[src/rtl/led_adc_scheduler_pkg.sv]
// rtl/led_adc_scheduler_pkg.sv - shared state encoding and constants for the LED/ADC scheduler
// Purpose: one-hot phase encoding, AFE reset value, ADC rail codes and a rail-detect helper.
// Ports: none (package).
package led_adc_scheduler_pkg;

    localparam logic [5:0] ST_IDLE       = 6'b000001;
    localparam logic [5:0] ST_RED_SETTLE = 6'b000010;
    localparam logic [5:0] ST_RED_ACQ    = 6'b000100;
    localparam logic [5:0] ST_IR_SETTLE  = 6'b001000;
    localparam logic [5:0] ST_IR_ACQ     = 6'b010000;
    localparam logic [5:0] ST_DARK       = 6'b100000;

    typedef enum logic [5:0] {
        S_IDLE       = ST_IDLE,
        S_RED_SETTLE = ST_RED_SETTLE,
        S_RED_ACQ    = ST_RED_ACQ,
        S_IR_SETTLE  = ST_IR_SETTLE,
        S_IR_ACQ     = ST_IR_ACQ,
        S_DARK       = ST_DARK
    } state_t;

    localparam logic [6:0] DC_COMP_RESET = 7'd64;
    localparam logic [7:0] ADC_MIN       = 8'd0;
    localparam logic [7:0] ADC_MAX       = 8'd255;

    // A sample sitting on either ADC rail means the front end is saturated.
    function automatic logic is_clip(input logic [7:0] sample);
        return (sample == ADC_MIN) || (sample == ADC_MAX);
    endfunction

endpackage

[src/rtl/led_adc_scheduler_sample_averager.sv]
// rtl/led_adc_scheduler_sample_averager.sv - boxcar averager of 2**AVG_LOG2 ADC samples
// Purpose: accumulates one sample per enabled cycle; on the Nth sample raises done with the
//          truncated mean (including that sample) and restarts empty for the next channel.
// Ports: clk/rst clock and async active-high reset; clear drops any partial sum;
//        en accepts adc this cycle; done marks the final sample; avg is the 8-bit mean.
module sample_averager #(
    parameter int AVG_LOG2 = 2
) (
    input  logic       clk,
    input  logic       rst,
    input  logic       clear,
    input  logic       en,
    input  logic [7:0] adc,
    output logic       done,
    output logic [7:0] avg
);
    localparam int N  = 1 << AVG_LOG2;
    localparam int AW = 8 + AVG_LOG2;
    localparam int CW = (AVG_LOG2 > 0) ? AVG_LOG2 : 1;

    logic [AW-1:0] acc_q, acc_d, sum;
    logic [CW-1:0] cnt_q, cnt_d;

    always_comb begin
        // N*255 < 2**(8+AVG_LOG2), so the sum can never wrap.
        sum   = acc_q + AW'(adc);
        done  = en && (cnt_q == CW'(N - 1));
        avg   = sum[AW-1:AVG_LOG2];
        acc_d = acc_q;
        cnt_d = cnt_q;
        if (clear) begin
            acc_d = '0;
            cnt_d = '0;
        end else if (en) begin
            if (done) begin
                acc_d = '0;
                cnt_d = '0;
            end else begin
                acc_d = sum;
                cnt_d = cnt_q + CW'(1);
            end
        end
    end

    always_ff @(posedge clk or posedge rst) begin
        if (rst) begin
            acc_q <= '0;
            cnt_q <= '0;
        end else begin
            acc_q <= acc_d;
            cnt_q <= cnt_d;
        end
    end

endmodule

[src/rtl/led_adc_scheduler.sv]
// rtl/led_adc_scheduler.sv - runtime RED/IR LED sequencer with per-phase ADC averaging
// Purpose: cycles RED settle/acquire, IR settle/acquire and a dark gap, driving the AFE with
//          each channel's shadowed calibration and publishing one averaged RED/IR pair per frame.
// Ports: CLK, rst (async active-high); enable runs the sequencer; ADC sample input;
//        RED_/IR_DC_Comp, RED_/IR_PGA calibrated settings; LED_RED/LED_IR, DC_Comp, PGA_Gain
//        to the AFE; RED_/IR_ADC_Value averaged results; sample_valid per-frame strobe;
//        clip set when any acquired sample in the frame hit a rail.
module led_adc_scheduler
    import led_adc_scheduler_pkg::*;
#(
    parameter int SETTLE_CYC = 16,
    parameter int AVG_LOG2   = 2,
    parameter int DARK_CYC   = 32
) (
    input  logic       CLK,
    input  logic       rst,
    input  logic       enable,
    input  logic [7:0] ADC,
    input  logic [6:0] RED_DC_Comp,
    input  logic [6:0] IR_DC_Comp,
    input  logic [3:0] RED_PGA,
    input  logic [3:0] IR_PGA,
    output logic       LED_RED,
    output logic       LED_IR,
    output logic [6:0] DC_Comp,
    output logic [3:0] PGA_Gain,
    output logic [7:0] RED_ADC_Value,
    output logic [7:0] IR_ADC_Value,
    output logic       sample_valid,
    output logic       clip
);
    localparam int          N           = 1 << AVG_LOG2;
    localparam logic [15:0] SETTLE_LOAD = 16'(SETTLE_CYC - 1);
    localparam logic [15:0] ACQ_LOAD    = 16'(N - 1);
    localparam logic [15:0] DARK_LOAD   = 16'(DARK_CYC - 1);

    state_t      state_q, state_d;
    logic [15:0] cnt_q, cnt_d;
    logic [6:0]  red_dc_sh_q, red_dc_sh_d, ir_dc_sh_q, ir_dc_sh_d;
    logic [3:0]  red_pga_sh_q, red_pga_sh_d, ir_pga_sh_q, ir_pga_sh_d;
    logic        led_red_q, led_red_d, led_ir_q, led_ir_d;
    logic [6:0]  dc_q, dc_d;
    logic [3:0]  pga_q, pga_d;
    logic [7:0]  red_tmp_q, red_tmp_d;
    logic [7:0]  red_val_q, red_val_d, ir_val_q, ir_val_d;
    logic        sv_q, sv_d;
    logic        clip_q, clip_d, clip_acc_q, clip_acc_d;

    logic        acq, avg_clear, avg_en, avg_done, sample_clip, start_frame;
    logic [7:0]  avg;

    assign acq         = (state_q == S_RED_ACQ) || (state_q == S_IR_ACQ);
    assign avg_clear   = !enable || (state_q == S_IDLE);
    assign avg_en      = enable && acq;
    assign sample_clip = avg_en && is_clip(ADC);

    sample_averager #(.AVG_LOG2(AVG_LOG2)) u_avg (
        .clk   (CLK),
        .rst   (rst),
        .clear (avg_clear),
        .en    (avg_en),
        .adc   (ADC),
        .done  (avg_done),
        .avg   (avg)
    );

    always_comb begin
        state_d      = state_q;
        cnt_d        = cnt_q;
        red_dc_sh_d  = red_dc_sh_q;
        ir_dc_sh_d   = ir_dc_sh_q;
        red_pga_sh_d = red_pga_sh_q;
        ir_pga_sh_d  = ir_pga_sh_q;
        led_red_d    = led_red_q;
        led_ir_d     = led_ir_q;
        dc_d         = dc_q;
        pga_d        = pga_q;
        red_tmp_d    = red_tmp_q;
        red_val_d    = red_val_q;
        ir_val_d     = ir_val_q;
        sv_d         = 1'b0;
        clip_d       = clip_q;
        clip_acc_d   = clip_acc_q;
        start_frame  = 1'b0;

        if (!enable) begin
            // Published values and clip stay as the last complete frame left them.
            state_d    = S_IDLE;
            cnt_d      = '0;
            led_red_d  = 1'b0;
            led_ir_d   = 1'b0;
            clip_acc_d = 1'b0;
        end else begin
            case (state_q)
                S_IDLE: start_frame = 1'b1;
                S_RED_SETTLE: begin
                    if (cnt_q == '0) begin
                        state_d = S_RED_ACQ;
                        cnt_d   = ACQ_LOAD;
                    end else begin
                        cnt_d = cnt_q - 16'd1;
                    end
                end
                S_RED_ACQ: begin
                    clip_acc_d = clip_acc_q | sample_clip;
                    if (avg_done) red_tmp_d = avg;
                    if (cnt_q == '0) begin
                        state_d   = S_IR_SETTLE;
                        cnt_d     = SETTLE_LOAD;
                        led_red_d = 1'b0;
                        led_ir_d  = 1'b1;
                        dc_d      = ir_dc_sh_q;
                        pga_d     = ir_pga_sh_q;
                    end else begin
                        cnt_d = cnt_q - 16'd1;
                    end
                end
                S_IR_SETTLE: begin
                    if (cnt_q == '0) begin
                        state_d = S_IR_ACQ;
                        cnt_d   = ACQ_LOAD;
                    end else begin
                        cnt_d = cnt_q - 16'd1;
                    end
                end
                S_IR_ACQ: begin
                    clip_acc_d = clip_acc_q | sample_clip;
                    if (avg_done) begin
                        red_val_d = red_tmp_q;
                        ir_val_d  = avg;
                        sv_d      = 1'b1;
                        clip_d    = clip_acc_q | sample_clip;
                    end
                    if (cnt_q == '0) begin
                        // DC_Comp/PGA_Gain deliberately keep the IR settings through DARK.
                        state_d  = S_DARK;
                        cnt_d    = DARK_LOAD;
                        led_ir_d = 1'b0;
                    end else begin
                        cnt_d = cnt_q - 16'd1;
                    end
                end
                S_DARK: begin
                    if (cnt_q == '0) start_frame = 1'b1;
                    else             cnt_d = cnt_q - 16'd1;
                end
                default: state_d = S_IDLE;
            endcase

            // Frame start: shadow the live config and drive it straight to the AFE on the same edge.
            if (start_frame) begin
                red_dc_sh_d  = RED_DC_Comp;
                ir_dc_sh_d   = IR_DC_Comp;
                red_pga_sh_d = RED_PGA;
                ir_pga_sh_d  = IR_PGA;
                state_d      = S_RED_SETTLE;
                cnt_d        = SETTLE_LOAD;
                led_red_d    = 1'b1;
                led_ir_d     = 1'b0;
                dc_d         = RED_DC_Comp;
                pga_d        = RED_PGA;
                clip_acc_d   = 1'b0;
            end
        end
    end

    always_ff @(posedge CLK or posedge rst) begin
        if (rst) begin
            state_q      <= S_IDLE;
            cnt_q        <= '0;
            red_dc_sh_q  <= DC_COMP_RESET;
            ir_dc_sh_q   <= DC_COMP_RESET;
            red_pga_sh_q <= '0;
            ir_pga_sh_q  <= '0;
            led_red_q    <= 1'b0;
            led_ir_q     <= 1'b0;
            dc_q         <= DC_COMP_RESET;
            pga_q        <= '0;
            red_tmp_q    <= '0;
            red_val_q    <= '0;
            ir_val_q     <= '0;
            sv_q         <= 1'b0;
            clip_q       <= 1'b0;
            clip_acc_q   <= 1'b0;
        end else begin
            state_q      <= state_d;
            cnt_q        <= cnt_d;
            red_dc_sh_q  <= red_dc_sh_d;
            ir_dc_sh_q   <= ir_dc_sh_d;
            red_pga_sh_q <= red_pga_sh_d;
            ir_pga_sh_q  <= ir_pga_sh_d;
            led_red_q    <= led_red_d;
            led_ir_q     <= led_ir_d;
            dc_q         <= dc_d;
            pga_q        <= pga_d;
            red_tmp_q    <= red_tmp_d;
            red_val_q    <= red_val_d;
            ir_val_q     <= ir_val_d;
            sv_q         <= sv_d;
            clip_q       <= clip_d;
            clip_acc_q   <= clip_acc_d;
        end
    end

    assign LED_RED       = led_red_q;
    assign LED_IR        = led_ir_q;
    assign DC_Comp       = dc_q;
    assign PGA_Gain      = pga_q;
    assign RED_ADC_Value = red_val_q;
    assign IR_ADC_Value  = ir_val_q;
    assign sample_valid  = sv_q;
    assign clip          = clip_q;

endmodule
[config.mk]
export PLATFORM = sky130hd
export DESIGN_NAME = led_adc_scheduler
export DESIGN_NICKNAME = d
export VERILOG_FILES = /design/src/rtl/led_adc_scheduler_pkg.sv /design/src/rtl/led_adc_scheduler_sample_averager.sv /design/src/rtl/led_adc_scheduler.sv
export SDC_FILE = /design/constraint.sdc
export NUM_CORES = 1
export LEC_CHECK = 0
export ABC_CLOCK_PERIOD_IN_PS = 2700
export BUFFER_PORTS_ARGS = -buffer_cell sky130_fd_sc_hd__buf_2
export CAP_MARGIN = 20
export CORE_ASPECT_RATIO = 1.5
export CORE_MARGIN = 10
export CORE_UTILIZATION = 51
export CTS_BUF_LIST = sky130_fd_sc_hd__clkbuf_16
export CTS_CLUSTER_DIAMETER = 60
export DETAILED_ROUTE_END_ITERATION = 8
export PLACE_DENSITY = 0.76
export SLEW_MARGIN = 10
export SYNTH_ARGS = -nofsm -noshare
export SYNTH_HDL_FRONTEND = slang
export SYNTH_SLANG_ARGS = --single-unit
[constraint.sdc]
create_clock -name CLK -period 2.7 [get_ports CLK]
set_clock_uncertainty 0.2 [all_clocks]
set_input_delay 0.27 -clock CLK [delete_from_list [all_inputs] [get_ports CLK]]
set_output_delay 0.27 -clock CLK [all_outputs]
set_load 0.05 [all_outputs]
# [Word level (Yosys, flattened, before mapping)]
# Cells that the tools add are included.
[totals] wordCells=105 in_bits=33 register_bits=85 output_inout_bits=31
[op_classes] n_addsub=3 reduce_logical=23 n_mux=43 bitwise=1 n_eq_ne=19
[op_table] operator="$mux W16" count=6
[op_table] operator="$pmux W16 S4" count=1
[op_table] operator="$mux W6" count=6
[op_table] operator="$mux W10" count=3
[op_table] operator="$pmux W6 S5" count=1
[op_table] operator="$mux W7" count=3
[op_table] operator="$logic_not A16 Y1" count=1
[op_table] operator="$sub A16 B1 Y16 const B" count=1
[op_table] operator="$mux W1" count=15
[op_table] operator="$mux W4" count=3
[op_table] operator="$ne A4 B4 Y1 const B" count=3
[op_table] operator="$reduce_and A3 Y1" count=4
[op_table] operator="$add A10 B8 Y10" count=1
[op_table] operator="$eq A8 B8 Y1 const B" count=1
[op_table] operator="$logic_not A8 Y1" count=1
[op_table] operator="$ne A4 B2 Y1 const B" count=2
[op_table] operator="$eq A6 B1 Y1 const B" count=1
[op_table] operator="$eq A6 B2 Y1 const B" count=1
[op_table] operator="$eq A6 B3 Y1 const B" count=1
[op_table] operator="$eq A6 B4 Y1 const B" count=1
[op_table] operator="$eq A6 B5 Y1 const B" count=1
[op_table] operator="$eq A6 B6 Y1 const B" count=1
[op_table] operator="$mux W2" count=3
[op_table] operator="$ne A3 B1 Y1 const B" count=2
[op_table] operator="other kinds (14)" count=26

# [Depth between registers and ports, before layout]
# Gate-level depths: netlist of the first run.
[logic_depth] depth_word=8 mapped_depth=9

# [Modules after synthesis]
# From an unflattened synthesis of the first run, not the netlist that was laid out.
[unflattened] hier_cells=431 hier_area_um2=4480.5
[modules_own_cells] module="led_adc_scheduler" instances=1 area_per_inst_um2=3547.2 cells_each=328
[modules_own_cells] module="sample_averager" instances=1 area_per_inst_um2=933.4 cells_each=103

# [Worst setup path before layout of the first run]
# No wires, ideal clock.
[synth_path] path_type="register -> register" start="register cnt_q[0]" end="register cnt_q[12]" synth_period_minus_slack_ns=2.355 path_buffers=0 required_time_ns=2.373 path_stages_with_launch=8 setup_ns=0.127 arrival_time_ns=2.028 slack_ns=0.345 cell_sequence="dfrtp_1 inv_1 ha_1 or4b_4 or3_4 or3_1 a21oi_1 o22ai_1"
[synth_between] elab_chain_len=6
[synth_rtl] item="start: declaration" line_no="led_adc_scheduler.sv:38" rtl="logic [15:0] cnt_q, cnt_d;"
[synth_rtl] item="start signal: assignment" line_no="led_adc_scheduler.sv:187" rtl="cnt_q <= cnt_d;"
[synth_rtl] item="parallel branches: the longest is 6 deep, another holds $sub A16 B1 Y16"
# Several ways; the timed one is not identified. The select of a mux whose other input is x is not followed.
# A chain may end at the register's enable or synchronous reset.

# [Worst setup path in the final report of the first run]
# Ends and elaborated chain as after synthesis.

==> results of run 1 <==
[metal layers]
layer | track usage, % | vias up | share of wire, %
li1 | - | 1698 | -
met1 | 19.2 | 1763 | 38
met2 | 32.4 | 78 | 56
met3 | 4.56 | 18 | 4.1
met4 | 7.10 | 0 | 2.2
met5 | 0 | - | 0
[synthesized netlist by cell type (all sizes together) (3+ instances only)]
library cell   n
buf            8
o21ai         28
nand2b         5
dfrtp         82
nand2         46
a2bb2oi       12
a211oi         4
nor2          23
nand4          6
a21oi         16
xnor2          6
nor4           4
o2111ai        4
o31ai          3
nor3          13
or4            4
nand3         11
ha            10
mux2          25
or2            4
inv           12
a22o           8
nand4b         3
o41ai          3
o211ai         6
clkbuf        13
a31oi          3
dfstp          3
o22ai         13
or3            3
[flip-flops by register name, summed over array words and instances, names as in the netlist]
name           flops
cnt_q             16
clip_acc_q         1
LED_IR             1
state_q            6
DC_Comp            7
red_tmp_q          8
u_avg.cnt_q        2
PGA_Gain           4
ir_dc_sh_q         7
ir_pga_sh_q        4
RED_ADC_Value      8
clip               1
IR_ADC_Value       8
LED_RED            1
u_avg.acc_q       10
sample_valid       1
[logic make-up after synthesis]
logic type,after synthesis
AO/OA/AOI/OAI,113
XOR/XNOR,8
adder cells (fa/ha/maj),11
buffers and inverters,35
flip-flops,85
multiplexers,27
AND/OR/NAND/NOR,135
[power breakdown]
part           leakage [uW]  switching (uW)  internal [uW]  total (uW)
Combinational       0.00118             867            509        1380
Clock              0.000143             506            711        1220
Sequential          0.00111             168           1490        1660
[worst max-delay path: stages (launching register included)]
cell     delay (ns)
dfrtp_1        0.39
inv_1          0.10
ha_1           0.23
or4b_4         0.52
or3_4          0.41
or3_1          0.31
a21oi_1        0.16
o22ai_1        0.09
[what timing repair did]
action | in CTS | in global routing
hold buffers | 12 | 0
setup buffers | 0 | 0
hold endpoints to repair | 44 | 0
[path summary, 6_finish.rpt]
path / from / end / slack, ns / depth (start not counted)
max: cnt_q[0]$_DFFE_PP0P_ / cnt_q[12]$_DFFE_PP0P_ / 0.18 / 7
min: RED_DC_Comp[6] / DC_Comp[6]$_DFFE_PP1P_ / 0.03 / 3
max reg2reg: cnt_q[0]$_DFFE_PP0P_ / cnt_q[12]$_DFFE_PP0P_ / 0.18 / 7
min reg2reg: red_tmp_q[0]$_DFFE_PP0P_ / RED_ADC_Value[0]$_DFFE_PP0P_ / 0.27 / 2
max in group asynchronous: rst / DC_Comp[6]$_DFFE_PP1P_ / 1.26 / 4
min in group asynchronous: rst / u_avg.acc_q[0]$_DFFE_PP0P_ / 0.32 / 3
[area by class of cell]
class | count | area share, %
Clock inverter | 7 | 1.30
Tap cell | 105 | 2.54
Timing Repair Buffer | 90 | 10.8
Multi-Input combinational cell | 294 | 38.8
Sequential cell | 85 | 41.1
Inverter | 14 | 1.04
Clock buffer | 9 | 4.35
[per-stage QoR]
step | total power, uW | hold slack (ns) | area, um2
3_3_place_gp | 3000 | 0.143 | 4770
2_1_floorplan | 2660 | 0.220 | 4280
6_report | 4250 | 0.0330 | 5180
4_1_cts | 4270 | 0.0232 | 5180
5_1_grt | 4470 | 0.0348 | 5180
3_5_place_dp | 3030 | 0.153 | 4770
==> metrics.txt, run 1 <==
post-synthesis xor/xnor area fraction=1.64%; Async SR Flop Fraction=100%; peak supply drop=0.495 mV; Post-Layout Cell Count=604; Ant. Diodes=0; Setup Crit Path Kind=reg -> reg; period utilisation layout=93.4%; mux contribution to synthesized area=7.04%; RSZ-0062 raised after global routing=no; vias in the first global route=3,787; Setup TNS Final=0 ns; Area Growth Syn to Fin=20.9%; CTS tree=yes; DRC viols=0; CTS clock-pin slew for the worst setup and hold paths=0.06 ns; Post-Syn Area=4280 um2; HP Class=in -> reg; top cell type's share of synthesized area=47.9%; clk_lat worst skew=0.34 ns; f_max=397 MHz; largest family of logic cells by synthesized area=compound AO/OA/AOI/OAI gates; synthesized netlist net count=458; Final Max Slew Viols=0; Post-synth EDFFs=0; Initial DRC Count=177; Layout Nets=538; Yosys reg bits=85; YS warnings=0; 1st-pass router iterations=4; layout cells sized above 1=27.5%; Die Height=132 um; Fin. Hold Viols=0; Critical Path AT=2.54 ns; worst slack, placed=0.217 ns; Synth Area in Compound Gates=18.2%; Initial Util=52.8%; worst endpoint required time=2.72 ns; PwrDens=821 nW/um2; Slew @ Worst Pin=0.588 ns; wire length per cell=17.8 um; gr usage total=18.0%; status=finished clean; top area cells in the synthesized netlist=dfrtp_1 48%, mux2_2 6.6%, nand2_1 4.0%; cell count after synthesis=414; Multi-input gate area=2010 um2; Synth Area in Adders=3.39%; Die ar.=12,500 um2; Synth Area in Simple Gates=16.6%; most common cell after layout, fill and taps aside=dfrtp_1; Register Area=2130 um2; Port-buffer cells=63; initial antenna violation count=0; Post-Syn Area per Cell=10.3 um2; P_leak=0.00243 uW; post-DP HPWL=7690 um; Seq/Total Area, Yosys=49.7%; grt ovf=0; Ports=64; Max Cap Viol=0; final core utilization=63.9%; final worst slack=0.179 ns; clk sinks=85; post-synth cell types=62; first-pass GRT wire length=18,300 um; CTS buffer count=9; commonest non-fill, non-tap cells in the layout=82 x dfrtp_1, 63 x buf_2, 46 x nand2_1, 28 x o21ai_0, 25 x mux2_2; largest net degree at the start of global routing=53; Std-Cell Rows=40; die width=94.8 um; Critical Path End Type=register; post-synth top area cell=dfrtp_1; minimum clock period=2.52 ns; FILL cells=656; cts repair resizes=0; CTS H-tree depth=3; WL final=10,800 um; # setup viols final=0; Placer Congestion=0.875; Startpoint Class=register; core area=8110 um2; placed cell count=576; Max clock buf depth=2; Via density=5.89; Vias=3,557; Main synth FF type=dfrtp_1; CP max FO=5; root buffer cell=clkbuf_16; Post-DRT Antenna Nets=0; relative slew slack=60.8%
(Power assumes the default switching activity.)
==> inputs of run 2 (changes only) <==
- BUFFER_PORTS_ARGS: -buffer_cell sky130_fd_sc_hd__buf_2 -> not set
- CORE_UTILIZATION: 51 -> 53
- DONT_BUFFER_PORTS: not set -> 1
- PLACE_DENSITY: 0.76 -> 0.72
==> run 2 against run 1 <==
Net effect: via count is 2.4% lower; first-iteration DRC count is 12% higher; count of clock-buffer cells in the layout stayed put; sequential cell count stayed put; fmax is 0.48% lower; non-clock buffer count is 50 lower; register-to-register slack hardly changed; critical endpoint is now red_tmp_q[6]$_DFFE_PP0P_.
==> metrics.txt, run 2 (synthesis results as in run 1) <==
Hold Crit Start=enable (was RED_DC_Comp[6]); final core utilization=62.9% (was 63.9%); Largest register FFs=16 (unchanged); # setup viols final=0 (unchanged); WL final=10,900 um (was 10,800 um); Initial Util=53.8% (was 52.8%); Slew @ Worst Pin=0.726 ns (was 0.588 ns); Setup TNS Final=0 ns (unchanged); Clock Power Share=28.9% (was 28.6%); Ant. Diodes=0 (unchanged); largest net degree at the start of global routing=46 (was 53); Comb pwr share=24.0% (was 32.4%); critical path cell sequence=dlygate4sd3_1, ha_1, fa_1, a21oi_1, o211ai_1, a31oi_1, xnor2_1, mux2_2 (was inv_1, ha_1, or4b_4, or3_4, or3_1, a21oi_1, o22ai_1); most common cell after layout, fill and taps aside=dfrtp_1 (unchanged); FILL cells=630 (was 656); Max clock buf depth=2 (unchanged); sw frac=36.7% (was 36.3%); Final Max Slew Viols=0 (unchanged); CTS tree=yes (unchanged); Area Growth Syn to Fin=16.8% (was 20.9%); buffer and inverter count on the worst path=1 (unchanged); DRC viols=0 (unchanged); Die ar.=12,200 um2 (was 12,500 um2); Layout Nets=488 (was 538); first-pass GRT wire length=17,800 um (was 18,300 um); core area=7960 um2 (was 8110 um2); Critical Path End Type=register (unchanged); Int Pwr=2650 uW (was 2710 uW); Die Height=130 um (was 132 um); Via density=6.27 (was 5.89); origin of the worst setup path=ADC[0] (was cnt_q[0]$_DFFE_PP0P_); Post-DRT Antenna Nets=0 (unchanged); f_max=395 MHz (was 397 MHz); Max Cap Viol=0 (unchanged); reg2reg path depth=7 (unchanged); Setup Crit Path Kind=in -> reg (was reg -> reg); Post-Layout Cell Count=554 (was 604); slowest CP cell=dlygate4sd3_1 (was or4b_4); Critical Path AT=2.56 ns (was 2.54 ns); R2R setup slack=0.19 ns (was 0.18 ns); initial antenna violation count=0 (unchanged); R2R Path Start=cnt_q[0]$_DFFE_PP0P_ (unchanged); post-DP HPWL=7610 um (was 7690 um); Std-Cell Rows=40 (unchanged); CTS clock-pin slew for the worst setup and hold paths=0.06 ns (about the same); CTS buffer count=9 (unchanged); peak supply drop=0.639 mV (was 0.495 mV); gr usage total=18.5% (was 18.0%); clk sinks=85 (unchanged); die width=93.4 um (was 94.8 um); Vias=3,471 (was 3,557); Fin. Hold Viols=0 (unchanged); slowest stage delay, CP=0.55 ns (was 0.52 ns); placed cell count=509 (was 576); CTS H-tree depth=3 (unchanged); relative slew slack=51.5% (was 60.8%); Port-buffer cells=0 (was 63); wire length per cell=19.7 um (was 17.8 um); HP Class=in -> reg (unchanged); layout cells sized above 1=16.5% (was 27.5%); Ports=64 (unchanged); CP max FO=3 (was 5); r2r endpoint=cnt_q[12]$_DFFE_PP0P_ (unchanged); Placer Congestion=0.861 (was 0.875); RSZ-0062 raised after global routing=no (unchanged); Initial DRC Count=199 (was 177); largest delay contributor family on the critical path=compound AO/OA/AOI/OAI gates (was simple AND/OR/NAND/NOR gates); status=finished clean (unchanged); period utilisation layout=93.8% (was 93.4%); root buffer cell=clkbuf_16 (unchanged); Psw=1540 uW (about the same); P_leak=0.00221 uW (was 0.00243 uW); hold path depth=2 (was 3); 1st-pass router iterations=4 (unchanged); clk_lat worst skew=0.34 ns (about the same); vias in the first global route=3,586 (was 3,787); minimum clock period=2.53 ns (was 2.52 ns); worst endpoint required time=2.72 ns (about the same); Seq pwr share=47.1% (was 39.0%); Startpoint Class=primary input (was register); grt ovf=0 (unchanged); Regs by FF count=cnt_q x16, u_avg.acc_q x10 (unchanged); PwrDens=838 nW/um2 (was 821 nW/um2); commonest non-fill, non-tap cells in the layout=82 x dfrtp_1, 46 x nand2_1, 28 x o21ai_0, 26 x dlygate4sd3_1, 25 x mux2_2 (was 82 x dfrtp_1, 63 x buf_2, 46 x nand2_1, 28 x o21ai_0, 25 x mux2_2); hold worst-path end=state_q[4]$_DFFE_PP0P_ (was DC_Comp[6]$_DFFE_PP1P_); most flop-heavy register=cnt_q (unchanged)
==> run 2: area by class of cell <==
type	instances	area, um2	area share [%]
clock buffers	9	225	4.50
clock inverters	7	68.8	1.38
inverters	14	57.6	1.15
multi-input cells	294	2010	40.2
flip-flops and latches	85	2130	42.6
well taps	105	131	2.63
repair buffers	40	378	7.55
==> run 2: worst max-delay path by stage <==
| stage | to | slack, ns | depth (start not counted) |
|---|---|---|---|
| after global placement | cnt_q[12]$_DFFE_PP0P_ | 0.28 | 7 |
| final | red_tmp_q[6]$_DFFE_PP0P_ | 0.17 | 8 |
| after floorplan | DC_Comp[0]$_DFFE_PP0P_ | 0.04 | 1 |
| after detailed placement | cnt_q[12]$_DFFE_PP0P_ | 0.23 | 7 |
| after CTS | cnt_q[14]$_DFFE_PP0P_ | 0.006 | 6 |
| after global routing | cnt_q[12]$_DFFE_PP0P_ | 0.06 | 7 |
==> run 2: per-stage QoR <==
stage,instance area (um2),hold slack (ns),worst slack [ns],total power (uW)
finish,5000,0.0163,0.167,4190
global route,5000,0.0200,0.0575,4400
CTS,4970,0.00170,0.00614,4200
detailed placement,4420,0.0973,0.226,2940
global placement,4420,0.0872,0.275,2910
floorplan,4280,0.220,0.0415,2660
==> run 2: per-layer routing <==
layer  part of all wire, %  global-route usage [%]  wire length (um)
met5                     0                       0                 0
met4                   4.5                    9.84               490
met3                   6.3                    5.64               687
met2                    53                    32.7              5830
met1                    36                    19.0              3930
==> run 2: worst register-to-register path: stages (launching register included) <==
cell	delay (ns)
dfrtp_1	0.39
inv_1	0.09
ha_1	0.22
or4b_4	0.51
or3_4	0.41
or3_1	0.31
a21oi_1	0.16
o22ai_1	0.09
==> run 2: power by group through the flow <==
stage / Clock [uW] / Sequential [uW] / Combinational (uW)
4_1_cts: 1240 / 1970 / 988
3_3_place_gp: 0 / 1980 / 921
6_report: 1210 / 1970 / 1010
3_5_place_dp: 0 / 1990 / 948
2_1_floorplan: 0 / 1920 / 742
5_1_grt: 1290 / 2000 / 1110
==> run 2: what timing repair did <==
action                                  CTS  global route
hold buffers                             26             0
buffers inserted                          0             3
endpoints found under the setup margin    0             4
hold endpoints to repair                 69             0
gates resized for setup                   0             2
==> inputs of run 3 (changes only) <==
- CTS_BUF_LIST: sky130_fd_sc_hd__clkbuf_16 -> not set
==> run 3 against run 2 <==
Net effect: total power grew 0.16%; first-iteration DRC count up 3.0%; combinational power about the same; worst hold slack better by 0.0056 ns; wire length about the same; final cell count unchanged; sequential share of layout area unchanged; critical path type unchanged; critical endpoint unchanged.
==> metrics.txt, run 3 (synthesis results as in run 1) <==
Overall Power=4200 uW (was 4190 uW); Post-Layout Cell Count=554 (unchanged); Initial Util=53.8% (unchanged); Startpoint Class=primary input (unchanged); Setup Crit Path Kind=in -> reg (unchanged); critical path cell sequence=dlygate4sd3_1, ha_1, fa_1, a21oi_1, o211ai_1, a31oi_1, xnor2_1, mux2_2 (unchanged); CTS H-tree depth=3 (unchanged); Ant. Diodes=0 (unchanged); Via density=6.28 (was 6.27); Final Cell Area=5000 um2 (unchanged); 1st-pass router iterations=4 (unchanged); Regs by FF count=cnt_q x16, u_avg.acc_q x10 (unchanged); DRC viols=0 (unchanged); Initial DRC Count=205 (was 199); worst endpoint required time=2.72 ns (about the same); vias in the first global route=3,586 (unchanged); Placer Congestion=0.861 (unchanged); largest net degree at the start of global routing=46 (unchanged); Critical Path AT=2.55 ns (was 2.56 ns); core area=7960 um2 (unchanged); most common cell after layout, fill and taps aside=dfrtp_1 (unchanged); first-pass GRT wire length=17,800 um (unchanged); CTS tree=yes (unchanged); Vias=3,481 (was 3,471); initial antenna violation count=0 (unchanged); gr usage total=18.5% (unchanged); peak supply drop=0.638 mV (was 0.639 mV); CP max FO=3 (unchanged); Max Cap Viol=0 (unchanged); RSZ-0062 raised after global routing=no (unchanged); layout cells sized above 1=16.5% (unchanged); CTS buffer count=9 (unchanged); placed cell area=4420 um2 (unchanged); Fin. Hold Viols=0 (unchanged); Ports=64 (unchanged); CTS clock-pin slew for the worst setup and hold paths=0.06 ns (about the same); commonest non-fill, non-tap cells in the layout=82 x dfrtp_1, 46 x nand2_1, 28 x o21ai_0, 26 x dlygate4sd3_1, 25 x mux2_2 (unchanged); grt ovf=0 (unchanged); final worst slack=0.171 ns (was 0.167 ns); minimum clock period=2.53 ns (about the same); Largest register FFs=16 (unchanged); root buffer cell=clkbuf_16 (unchanged); placed cell count=509 (unchanged); relative slew slack=51.6% (was 51.5%); Std-Cell Rows=40 (unchanged); Post-DRT Antenna Nets=0 (unchanged); WL final=10,900 um (about the same); Setup TNS Final=0 ns (unchanged); Slew @ Worst Pin=0.725 ns (was 0.726 ns); Final Max Slew Viols=0 (unchanged); # setup viols final=0 (unchanged); Port-buffer cells=0 (unchanged); PwrDens=839 nW/um2 (was 838 nW/um2); Die ar.=12,200 um2 (unchanged); f_max=395 MHz (about the same); HP Class=in -> reg (unchanged); clk sinks=85 (unchanged); status=finished clean (unchanged); wire length per cell=19.7 um (about the same); slowest CP cell=dlygate4sd3_1 (unchanged); Critical Path End Type=register (unchanged); die width=93.4 um (unchanged); Layout Nets=488 (unchanged); Area Growth Syn to Fin=16.8% (unchanged); post-DP HPWL=7610 um (unchanged); P_leak=0.00220 uW (was 0.00221 uW); period utilisation layout=93.7% (was 93.8%); clk_lat worst skew=0.34 ns (about the same); slowest stage delay, CP=0.55 ns (about the same); Die Height=130 um (unchanged); Max clock buf depth=2 (unchanged); most flop-heavy register=cnt_q (unchanged); worst slack, placed=0.226 ns (unchanged)
run 3: changes by cell type in the layout (fill, tap and decap cells not counted):
cell | before | now
inv_1 | 13 | 11
clkbuf_1 | 0 | 2
run 3: report_power, final:
part / leakage, uW / internal, uW / switching, uW / total (uW)
clock network: 0.000132 / 720 / 496 / 1220
registers: 0.00111 / 1480 / 490 / 1970
logic: 0.000952 / 454 / 554 / 1010
run 3: path summary, 6_finish.rpt:
| check | start | end | slack, ns | cells past startpoint |
|---|---|---|---|---|
| min | enable | state_q[4]$_DFFE_PP0P_ | 0.02 | 2 |
| min reg2reg | red_tmp_q[2]$_DFFE_PP0P_ | RED_ADC_Value[2]$_DFFE_PP0P_ | 0.27 | 2 |
| max reg2reg | cnt_q[0]$_DFFE_PP0P_ | cnt_q[12]$_DFFE_PP0P_ | 0.20 | 7 |
| max | ADC[0] | red_tmp_q[6]$_DFFE_PP0P_ | 0.17 | 8 |
| min in group asynchronous | rst | ir_dc_sh_q[1]$_DFFE_PP0P_ | 0.29 | 2 |
| max in group asynchronous | rst | cnt_q[10]$_DFFE_PP0P_ | 1.33 | 3 |
run 3: area by class of cell:
| type | instances | area, um2 |
|---|---|---|
| clock inverter | 5 | 61.3 |
| clock buffer | 11 | 233 |
| tap | 105 | 131 |
| fill | 630 | 2950 |
| timing repair buffer | 40 | 378 |
| inverter | 14 | 57.6 |
| sequential | 85 | 2130 |
| multi-input combinational | 294 | 2010 |
run 3: layer usage:
layer	vias to the layer above	GRT usage, %	wire length, um
met5	-	0	0
met3	33	5.64	675
met1	1735	19.0	3910
met2	112	32.7	5860
met4	0	9.84	485
li1	1601	-	-
run 3: metrics by stage:
step           hold WS [ns]  util, %
2_1_floorplan         0.220        -
3_3_place_gp         0.0872     55.6
3_5_place_dp         0.0973     55.6
4_1_cts             0.00170     62.5
5_1_grt              0.0200     62.9
6_report             0.0220     62.9
run 3: critical path, delay by kind of cell:
kind	cells	cell delay (ns)
AOI/OAI and AO/OA	3	0.68
adders and majority gates	2	0.64
buffers and inverters	1	0.55
muxes	1	0.28
xor gates and xnor gates	1	0.15
run 3: repair_timing:
item / 4_1_cts / 5_1_grt
endpoints found under the setup margin: 0 / 4
gates resized for setup: 0 / 2
buffers inserted: 0 / 3
hold buffers: 26 / 0
hold endpoints to repair: 69 / 0
